<file path="src/rtl/uart_dma_apb_master.sv">
// uart_dma_apb_master: DMA-style APB master that feeds an APB UART.
// Outgoing bytes are buffered in a small TX FIFO and written to the UART TX data
// register on dma_tx_req. On dma_rx_req the UART RX data register is read and the
// byte is presented on a local valid/ready stream. Both DMA handshakes are closed
// with a 4-phase acknowledge.
// Optional feature macro: UART_DMA_TIMEOUT_EN. When defined, an ACCESS phase
// that sees no pready within TIMEOUT cycles is aborted and flagged in err.
module uart_dma_apb_master #(
  parameter logic [31:0] BASE_ADDR  = 32'hC3000000,
  parameter logic [31:0] TX_OFFSET  = 32'h44,
  parameter logic [31:0] RX_OFFSET  = 32'h34,
  parameter int          FIFO_DEPTH = 8,
  parameter int          TIMEOUT    = 16
) (
  input  logic                          pclk,
  input  logic                          prst,
  output logic                          psel,
  output logic                          penable,
  output logic                          pwrite,
  output logic [31:0]                   paddr,
  output logic [31:0]                   pwdata,
  output logic [3:0]                    pstrb,
  output logic [2:0]                    pprot,
  input  logic                          pready,
  input  logic [31:0]                   prdata,
  input  logic                          pslverr,
  input  logic                          dma_tx_req,
  input  logic                          dma_rx_req,
  output logic                          dma_tx_acka,
  output logic                          dma_rx_acka,
  input  logic [7:0]                    tx_data,
  input  logic                          tx_valid,
  output logic                          tx_ready,
  output logic [7:0]                    rx_data,
  output logic                          rx_valid,
  input  logic                          rx_ready,
  output logic [$clog2(FIFO_DEPTH):0]   tx_level,
  output logic                          err,
  input  logic                          err_clr
);

  localparam int AW = $clog2(FIFO_DEPTH);
  localparam logic [31:0]   TX_ADDR  = BASE_ADDR + TX_OFFSET;
  localparam logic [31:0]   RX_ADDR  = BASE_ADDR + RX_OFFSET;
  localparam logic [AW-1:0] PTR_ONE  = AW'(1);
  localparam logic [AW:0]   LVL_ONE  = (AW + 1)'(1);
  localparam logic [AW:0]   LVL_FULL = (AW + 1)'(FIFO_DEPTH);

  if (FIFO_DEPTH < 2 || (FIFO_DEPTH & (FIFO_DEPTH - 1)) != 0) begin : g_bad_depth
    $error("FIFO_DEPTH must be a power of two and at least 2");
  end
  if (TIMEOUT < 1) begin : g_bad_timeout
    $error("TIMEOUT must be at least 1");
  end

  typedef enum logic [1:0] {S_IDLE, S_SETUP, S_ACCESS, S_ACK} state_t;

  state_t        state;
  logic          dir_tx;
  logic [7:0]    mem [FIFO_DEPTH];
  logic [AW-1:0] wr_ptr;
  logic [AW-1:0] rd_ptr;
  logic          full;
  logic          empty;
  logic          push;
  logic          pop;
  logic          rx_elig;
  logic          tx_elig;
  logic          in_access;
  logic          timeout_hit;
  logic          xfer_end;
  logic          rx_load;
  logic          err_set;
  logic          unused_prdata;

  // Only the low byte of a UART RX data read carries data.
  assign unused_prdata = ^prdata[31:8];

  assign full     = (tx_level == LVL_FULL);
  assign empty    = (tx_level == '0);
  assign tx_ready = !full;
  assign push     = tx_valid & !full;

  assign rx_elig  = dma_rx_req & !rx_valid;
  assign tx_elig  = dma_tx_req & !empty;

  assign in_access = (state == S_ACCESS);
  assign xfer_end  = in_access & (pready | timeout_hit);
  // A TX byte leaves the FIFO on any completion, including error and abort.
  assign pop       = xfer_end & dir_tx;
  assign rx_load   = in_access & pready & !pslverr & !dir_tx;
  assign err_set   = in_access & ((pready & pslverr) | timeout_hit);

`ifdef UART_DMA_TIMEOUT_EN
  localparam int CW = $clog2(TIMEOUT) + 1;
  localparam logic [CW-1:0] CNT_INIT = CW'(TIMEOUT - 1);
  logic [CW-1:0] to_cnt;

  assign timeout_hit = in_access & !pready & (to_cnt == '0);

  // Down-counter of remaining ACCESS cycles, armed while the transfer is in SETUP.
  always_ff @(posedge pclk or posedge prst) begin
    if (prst) begin
      to_cnt <= '0;
    end else if (state == S_SETUP) begin
      to_cnt <= CNT_INIT;
    end else if (in_access && to_cnt != '0) begin
      to_cnt <= to_cnt - CW'(1);
    end
  end
`else
  assign timeout_hit = 1'b0;
`endif

  // FIFO storage; contents need no reset because the pointers define validity.
  always_ff @(posedge pclk) begin
    if (push) begin
      mem[wr_ptr] <= tx_data;
    end
  end

  // FIFO pointers and occupancy; a simultaneous push and pop leaves the level unchanged.
  always_ff @(posedge pclk or posedge prst) begin
    if (prst) begin
      wr_ptr   <= '0;
      rd_ptr   <= '0;
      tx_level <= '0;
    end else begin
      if (push) begin
        wr_ptr <= wr_ptr + PTR_ONE;
      end
      if (pop) begin
        rd_ptr <= rd_ptr + PTR_ONE;
      end
      case ({push, pop})
        2'b10:   tx_level <= tx_level + LVL_ONE;
        2'b01:   tx_level <= tx_level - LVL_ONE;
        default: tx_level <= tx_level;
      endcase
    end
  end

  // Transfer sequencer with registered APB and acknowledge outputs.
  always_ff @(posedge pclk or posedge prst) begin
    if (prst) begin
      state       <= S_IDLE;
      dir_tx      <= 1'b0;
      psel        <= 1'b0;
      penable     <= 1'b0;
      pwrite      <= 1'b0;
      paddr       <= '0;
      pwdata      <= '0;
      pstrb       <= '0;
      pprot       <= '0;
      dma_tx_acka <= 1'b0;
      dma_rx_acka <= 1'b0;
    end else begin
      pprot <= 3'b000;
      case (state)
        S_IDLE: begin
          // RX has priority so the UART receive path cannot overrun.
          if (rx_elig) begin
            state  <= S_SETUP;
            dir_tx <= 1'b0;
            psel   <= 1'b1;
            pwrite <= 1'b0;
            paddr  <= RX_ADDR;
            pwdata <= '0;
            pstrb  <= 4'h0;
          end else if (tx_elig) begin
            state  <= S_SETUP;
            dir_tx <= 1'b1;
            psel   <= 1'b1;
            pwrite <= 1'b1;
            paddr  <= TX_ADDR;
            pwdata <= {24'b0, mem[rd_ptr]};
            pstrb  <= 4'h1;
          end
        end
        S_SETUP: begin
          state   <= S_ACCESS;
          penable <= 1'b1;
        end
        S_ACCESS: begin
          if (xfer_end) begin
            state   <= S_ACK;
            psel    <= 1'b0;
            penable <= 1'b0;
            pwrite  <= 1'b0;
            paddr   <= '0;
            pwdata  <= '0;
            pstrb   <= '0;
            if (dir_tx) begin
              dma_tx_acka <= 1'b1;
            end else begin
              dma_rx_acka <= 1'b1;
            end
          end
        end
        S_ACK: begin
          // Hold the acknowledge until the UART withdraws its request.
          if (dir_tx && !dma_tx_req) begin
            dma_tx_acka <= 1'b0;
            state       <= S_IDLE;
          end else if (!dir_tx && !dma_rx_req) begin
            dma_rx_acka <= 1'b0;
            state       <= S_IDLE;
          end
        end
        default: state <= S_IDLE;
      endcase
    end
  end

  // RX output stream register: loaded by a clean read, cleared on consumption.
  always_ff @(posedge pclk or posedge prst) begin
    if (prst) begin
      rx_valid <= 1'b0;
      rx_data  <= '0;
    end else if (rx_load) begin
      rx_valid <= 1'b1;
      rx_data  <= prdata[7:0];
    end else if (rx_valid && rx_ready) begin
      rx_valid <= 1'b0;
    end
  end

  // Sticky error flag; a new error outranks a clear in the same cycle.
  always_ff @(posedge pclk or posedge prst) begin
    if (prst) begin
      err <= 1'b0;
    end else if (err_set) begin
      err <= 1'b1;
    end else if (err_clr) begin
      err <= 1'b0;
    end
  end

endmodule

</file>
<file path="config.mk">
export PLATFORM = sky130hd
export DESIGN_NAME = uart_dma_apb_master
export DESIGN_NICKNAME = d
export VERILOG_FILES = /design/src/rtl/uart_dma_apb_master.sv
export SDC_FILE = /design/constraint.sdc
export NUM_CORES = 1
export LEC_CHECK = 0
export CAP_MARGIN = 30
export CORE_UTILIZATION = 50
export DETAILED_ROUTE_END_ITERATION = 6
export DONT_BUFFER_PORTS = 1
export GPL_ROUTABILITY_DRIVEN = 1
export GPL_TIMING_DRIVEN = 0
export PLACE_DENSITY = 0.8
export SYNTH_ARGS = -nofsm -noshare
export SYNTH_HDL_FRONTEND = slang
export SYNTH_SLANG_ARGS = --single-unit
</file>
<file path="constraint.sdc">
create_clock -name pclk -period 2.2 [get_ports pclk]
set_input_delay 0.22 -clock pclk [delete_from_list [all_inputs] [get_ports pclk]]
set_output_delay 0.22 -clock pclk [all_outputs]
set_load 0.02 [all_outputs]
</file>
== Word level (Yosys, flattened, before mapping) ==
Memories as Yosys holds them, arrays and structs flattened.
Cells that the tools add are included.
Operators by class
  bitwise gates (word level): 9
  $add $sub $neg: 4
  mux-type cells: 40
  reduce and logical (&&, ||, !) cells: 25
  equality and inequality tests: 14
Operators with widths (count)
  $mux 32: 5
  $pmux 32 s2: 2
  $mux 1: 17
  $pmux 4 s2: 2
  $reduce_bool 2->1: 7
  $mux 4: 3
  $mux 2: 5
  $ne 2x2->1 const B: 5
  $pmux 1 s2: 5
  $and 1x1->1: 9
  $pmux 2 s4: 1
  $logic_not 1->1: 7
  $add 3x1->3 const B: 2
  $eq 2x2->1 const B: 3
  $ne 3x3->1 const B: 2
  $reduce_and 3->1: 2
  $reduce_and 5->1: 1
  $add 4x1->4 const B: 1
  $eq 2x1->1 const B: 2
  $eq 4x4->1 const B: 1
  $logic_not 4->1: 1
  $reduce_and 2->1: 2
  $reduce_and 4->1: 1
  $sub 4x1->4 const B: 1
  other kinds (3): 5
Word-level totals
  logic and storage cells: 109
  input port bits: 49
  flip-flop bits (word level): 96
  RAM bits: 64
  memories: 1
Memory list
  mem: depth 8, width 8, read ports 1, clocked after Yosys merged registers in 0, write ports 1, line 60  | logic [7:0] mem [FIFO_DEPTH];

== Depth between registers and ports, before layout ==
Gate-level depths: netlist of the first run.
  depth in word-level cells: 6
  depth in mapped cells: 12
  depth with buffers taken out: 11

== Worst setup path after synthesis of the first run ==
Ideal clock, no wire load.
  path type: register to register
  start: reg tx_level[1]
  end: mem mem[0][0], enable pin
  cell stages (with the launch flop): 6
  data arrival time: 2.084 ns
  setup time: 0.395 ns
  slack: -0.279 ns
  required time: 1.805 ns
  clock period less this slack: 2.479 ns
  path buffers: 1
  cell sequence: dfrtp_1 > clkbuf_1 > nor3_1 > nand2_1 > nand2_1 > nor4_1
Between the ends
  longest elaborated chain between the ends: 5
Ends and longest elaborated chain
  start, declared: line 37  | output logic [$clog2(FIFO_DEPTH):0] tx_level,
  start signal, assigned: line 136  | 2'b10: tx_level <= tx_level + LVL_ONE;
  start signal, assigned: line 137  | 2'b01: tx_level <= tx_level - LVL_ONE;
  start signal, assigned: line 138  | default: tx_level <= tx_level;
  $eq 4x4->1: line 79  | assign full = (tx_level == LVL_FULL);
  $logic_not 1->1
  net tx_ready: line 33  | output logic tx_ready,
  $and 1x1->1: line 82  | assign push = tx_valid & !full;
  $mux 1: line 117  | if (push) begin
  $mux 1 (implied by the code): line 118  | mem[wr_ptr] <= tx_data;
  end, declared: line 60
The timed path passes the listed nets, and every way through them passes these cells.

== Worst setup path after layout of the first run ==
  start: reg tx_level[1]
  end: mem mem[2][3], enable pin
The elaborated chain is that of the path after synthesis.

==> impl_results.md, run 1 <==
* RSZ-0062 raised after global routing: yes
* Status: completed
* GP Congestion at 0.769
* Max Freq at 463 MHz
* Number of fill cells at 648
* Hold path endpoint: err$_DFFE_PP0P_
* Seq/Total Area, Yosys at 0.607
* MaxCap Viol Count at 0
* R2R Setup Slk at about 40 ps
* Placed Cells incl. Taps at 475
* R2R Path Start: tx_level[1]$_DFFE_PP0P_
* 1st-iter DRT viols at 129
* Ports at 140
* Post-synthesis async set-or-reset flop share at 0.366
* Initial Utilization at 0.528
* GRT Resource Usage Total at 0.184
* Die area at 9780 um2
* Crit share post-route at 0.982
* Max VDD drop at ~0.42 mV
* Finished Core Util at 0.627
* Worst-path clk slew at about 100 ps
* Final WL at about 8600 um
* Mean Syn Cell Area at 15.1 um2
* Core region area at 8890 um2
* Final Hold Viols at 0
* Worst Reg-to-Reg Cells at 7
* LEAKAGE at roughly 2.4 nW
* DR WL/cell at 16.7 um
* Die Ht at between 90 and 100 um
* IO Port Bufs at 0
* CP most frequent cell: buf_4
* Vias per cell at just under 5
* Top_reg_cell synth: edfxtp_1
* Worst hold path class: input port to flip-flop
* Post-DP HPWL at 5850 um
* RR Endpoint: mem[2][3]$_DFFE_PP_
* Crit path DAT at 2240 ps
* Critical path endpoint category: flip-flop
* Cts bufs inserted at 9
* WP data required at 2280 ps
* Least-Margin Pin Slew at 912 ps
* Post-synth cell types at 37
* Synth warn at 0
* Total power at 6.59 mW
* Synth Cell Area at about 4700 um2
* Antenna Nets Post-Route at 0
* CTS tree: yes
* Clock Sinks at 101
* Core Rows at 34
* Post-layout min period at about 2200 ps
* Area contributors post-synth: edfxtp_1 (41%), dfrtp_1 (20%), buf_4 (9.9%)
* Number of H-tree levels at 3
* Crit Path Max Fanout at 8
* Slew Limit Fails at 0
* First-pass GRT wire length at 13200 um
* Crit start category: flip-flop
* Vias in the first global route at 2481
* Worst path slowest cell: nor3_1
* Drc violations at 0
* #FFs+latches synth at 101
* Setup TNS at 0 ps
* Crit path max-delay family: simple AND/OR/NAND/NOR gates
* Largest net degree at the start of global routing at 38
* Synth top area share at 0.409
* Syn-to-layout area delta at 18.8%
* Cell area power density at 1180 nW/um2
* Min-delay src: pready
* Pre-antenna DRT Iters at 4
* Post-synth top area cell: edfxtp_1
* Clock buffer depth at 2
* Final #Nets at ~460
* Layout cell share with drive strength beyond 1 at 0.314
* EDFF count, synth at 64
* Critical path type: flip-flop to flip-flop
* Initial antenna violation count at 0
* Cells after synthesis at 310
* Buf+Inv Stages, Crit Path at 3
* Ant. Diodes at 0
* Root Driver: clkbuf_8
* Setup Viol. Count Final at 0
* Hold depth at 2
* Final non-filler cell total at 516
* Worst rel slew slack at 0.390
* Clock latency on the worst-skew pair at 370 ps
* GR Overflow Total at 0
* Vias at 2565
* Worst clock skew at 13.1 ps
* Die X-Extent at ~99 um
* Crit-path cells: buf_4, nor3_4, nand2_4, nand2_4, buf_4, nor3_1, buf_4
* Worst path max stage delay at 520 ps
-- sequential cells by signal, indices dropped and copies added (netlist names), 2 cells and up --
name / count
mem: 64
paddr: 3
pwdata: 8
rd_ptr: 3
rx_data: 8
state: 2
tx_level: 4
wr_ptr: 3
-- worst reg2reg max path: stages, from the launching register on --
cell     delay, ps
dfrtp_2        440
buf_4          190
nor3_4          60
nand2_4        130
nand2_4         80
buf_4          160
nor3_1         520
buf_4          290
-- worst max path at each step --
| stage | slack, ps | to | start | depth (start not counted) |
|---|---|---|---|---|
| 2_1_floorplan | 7 | tx_level[2]$_DFFE_PP0P_ | state[0]$_DFFE_PP0P_ | 12 |
| 3_3_place_gp | -490 | mem[4][7]$_DFFE_PP_ | tx_level[1]$_DFFE_PP0P_ | 5 |
| 3_5_place_dp | -300 | tx_level[2]$_DFFE_PP0P_ | state[0]$_DFFE_PP0P_ | 12 |
| 4_1_cts | -90 | tx_level[2]$_DFFE_PP0P_ | tx_level[1]$_DFFE_PP0P_ | 11 |
| 5_1_grt | -40 | tx_level[2]$_DFFE_PP0P_ | state[0]$_DFFE_PP0P_ | 12 |
| 6_report | 40 | mem[2][3]$_DFFE_PP_ | tx_level[1]$_DFFE_PP0P_ | 7 |
-- repair_timing --
action                     in CTS  in global routing
setup endpoints to repair      46                 66
resized for setup               5                 11
pin swaps                       2                  2
hold buffers                   20                  0
buffers inserted                4                  1
hold endpoints to repair      112                  0
-- area by class of cell --
type | count | area (um2) | area share
Buffer | 71 | 541 | 0.0969
Clock buffer | 10 | 138 | 0.0247
Clock inverter | 6 | 53.8 | 0.00965
Inverter | 10 | 37.5 | 0.00673
Multi-Input combinational cell | 181 | 1550 | 0.278
Sequential cell | 101 | 2850 | 0.511
Tap cell | 108 | 135 | 0.0242
Timing Repair Buffer | 29 | 268 | 0.0480
-- logic make-up after synthesis --
group	share of synthesized area
buf+inv	0.122
fa+ha+maj	0.0267
simple gates	0.0437
compound gates	0.0453
mux	0.138
flops	0.607
xor+xnor	0.0168
other cells	0.000799
-- metal layers --
layer  track usage  wire length (um)  vias to the layer above
li1              -                 -                     1207
met1         0.237              3610                     1239
met2         0.309              4370                      107
met3        0.0312               488                       12
met4        0.0792               145                        0
met5             0                 0                        -
-- layout by cell type (no fill, tap or decap), types with 3 or more instances in the layout --
master and instances:
mux2_1 12, a22o_1 10, clkbuf_8 10, mux2_2 9
mux4_1 11, conb_1 54, nor2_1 8, o22ai_1 3
mux4_2 5, buf_4 72, o21ai_0 3, ha_1 8
nand3_1 6, nor3_2 3, dfrtp_2 3, a21oi_1 4
xor2_1 4, edfxtp_1 64, nand2b_1 6, dfrtp_1 34
xnor2_1 5, inv_1 8, dlygate4sd3_1 20, nand2_1 10
-- power by group --
group          switching (mW)  leakage (nW)  internal, mW
logic                    1.19          1.25          1.12
clock network           0.652        0.0954         0.462
registers               0.646          1.04          2.53
total                    2.49          2.38          4.11
-- cell usage after synthesis, drive strengths merged, types with 4 or more instances --
| cell type | instances |
|---|---|
| buf | 67 |
| edfxtp | 64 |
| dfrtp | 37 |
| mux2 | 21 |
| mux4 | 16 |
| nand2 | 13 |
| a22o | 10 |
| ha | 10 |
| inv | 10 |
| nor2 | 9 |
| nand2b | 6 |
| nand3 | 6 |
| nor3 | 6 |
| xnor2 | 5 |
| a21oi | 4 |
| clkbuf | 4 |
| xor2 | 4 |
-- metrics by stage --
stage	hold slack [ps]	setup WS (ps)	area, um2
6_report	19.5	39.8	5580
4_1_cts	10.9	-85.1	5520
3_5_place_dp	307	-297	5090
3_3_place_gp	318	-489	5050
2_1_floorplan	316	7.41	4920
5_1_grt	21.1	-44.5	5580
No activity file was read; power rests on OpenSTA's default activity.
==> run 2, diff against run 1 <==
--- a/config.mk
+++ b/config.mk
@@ -5,6 +5,7 @@
 export SDC_FILE = /design/constraint.sdc
 export NUM_CORES = 1
 export LEC_CHECK = 0
+export ABC_CLOCK_PERIOD_IN_PS = 2200
 export CAP_MARGIN = 30
 export CORE_UTILIZATION = 50
 export DETAILED_ROUTE_END_ITERATION = 6
==> results of run 2 <==
Final layout, timing and power as in run 1 (identical DEF).
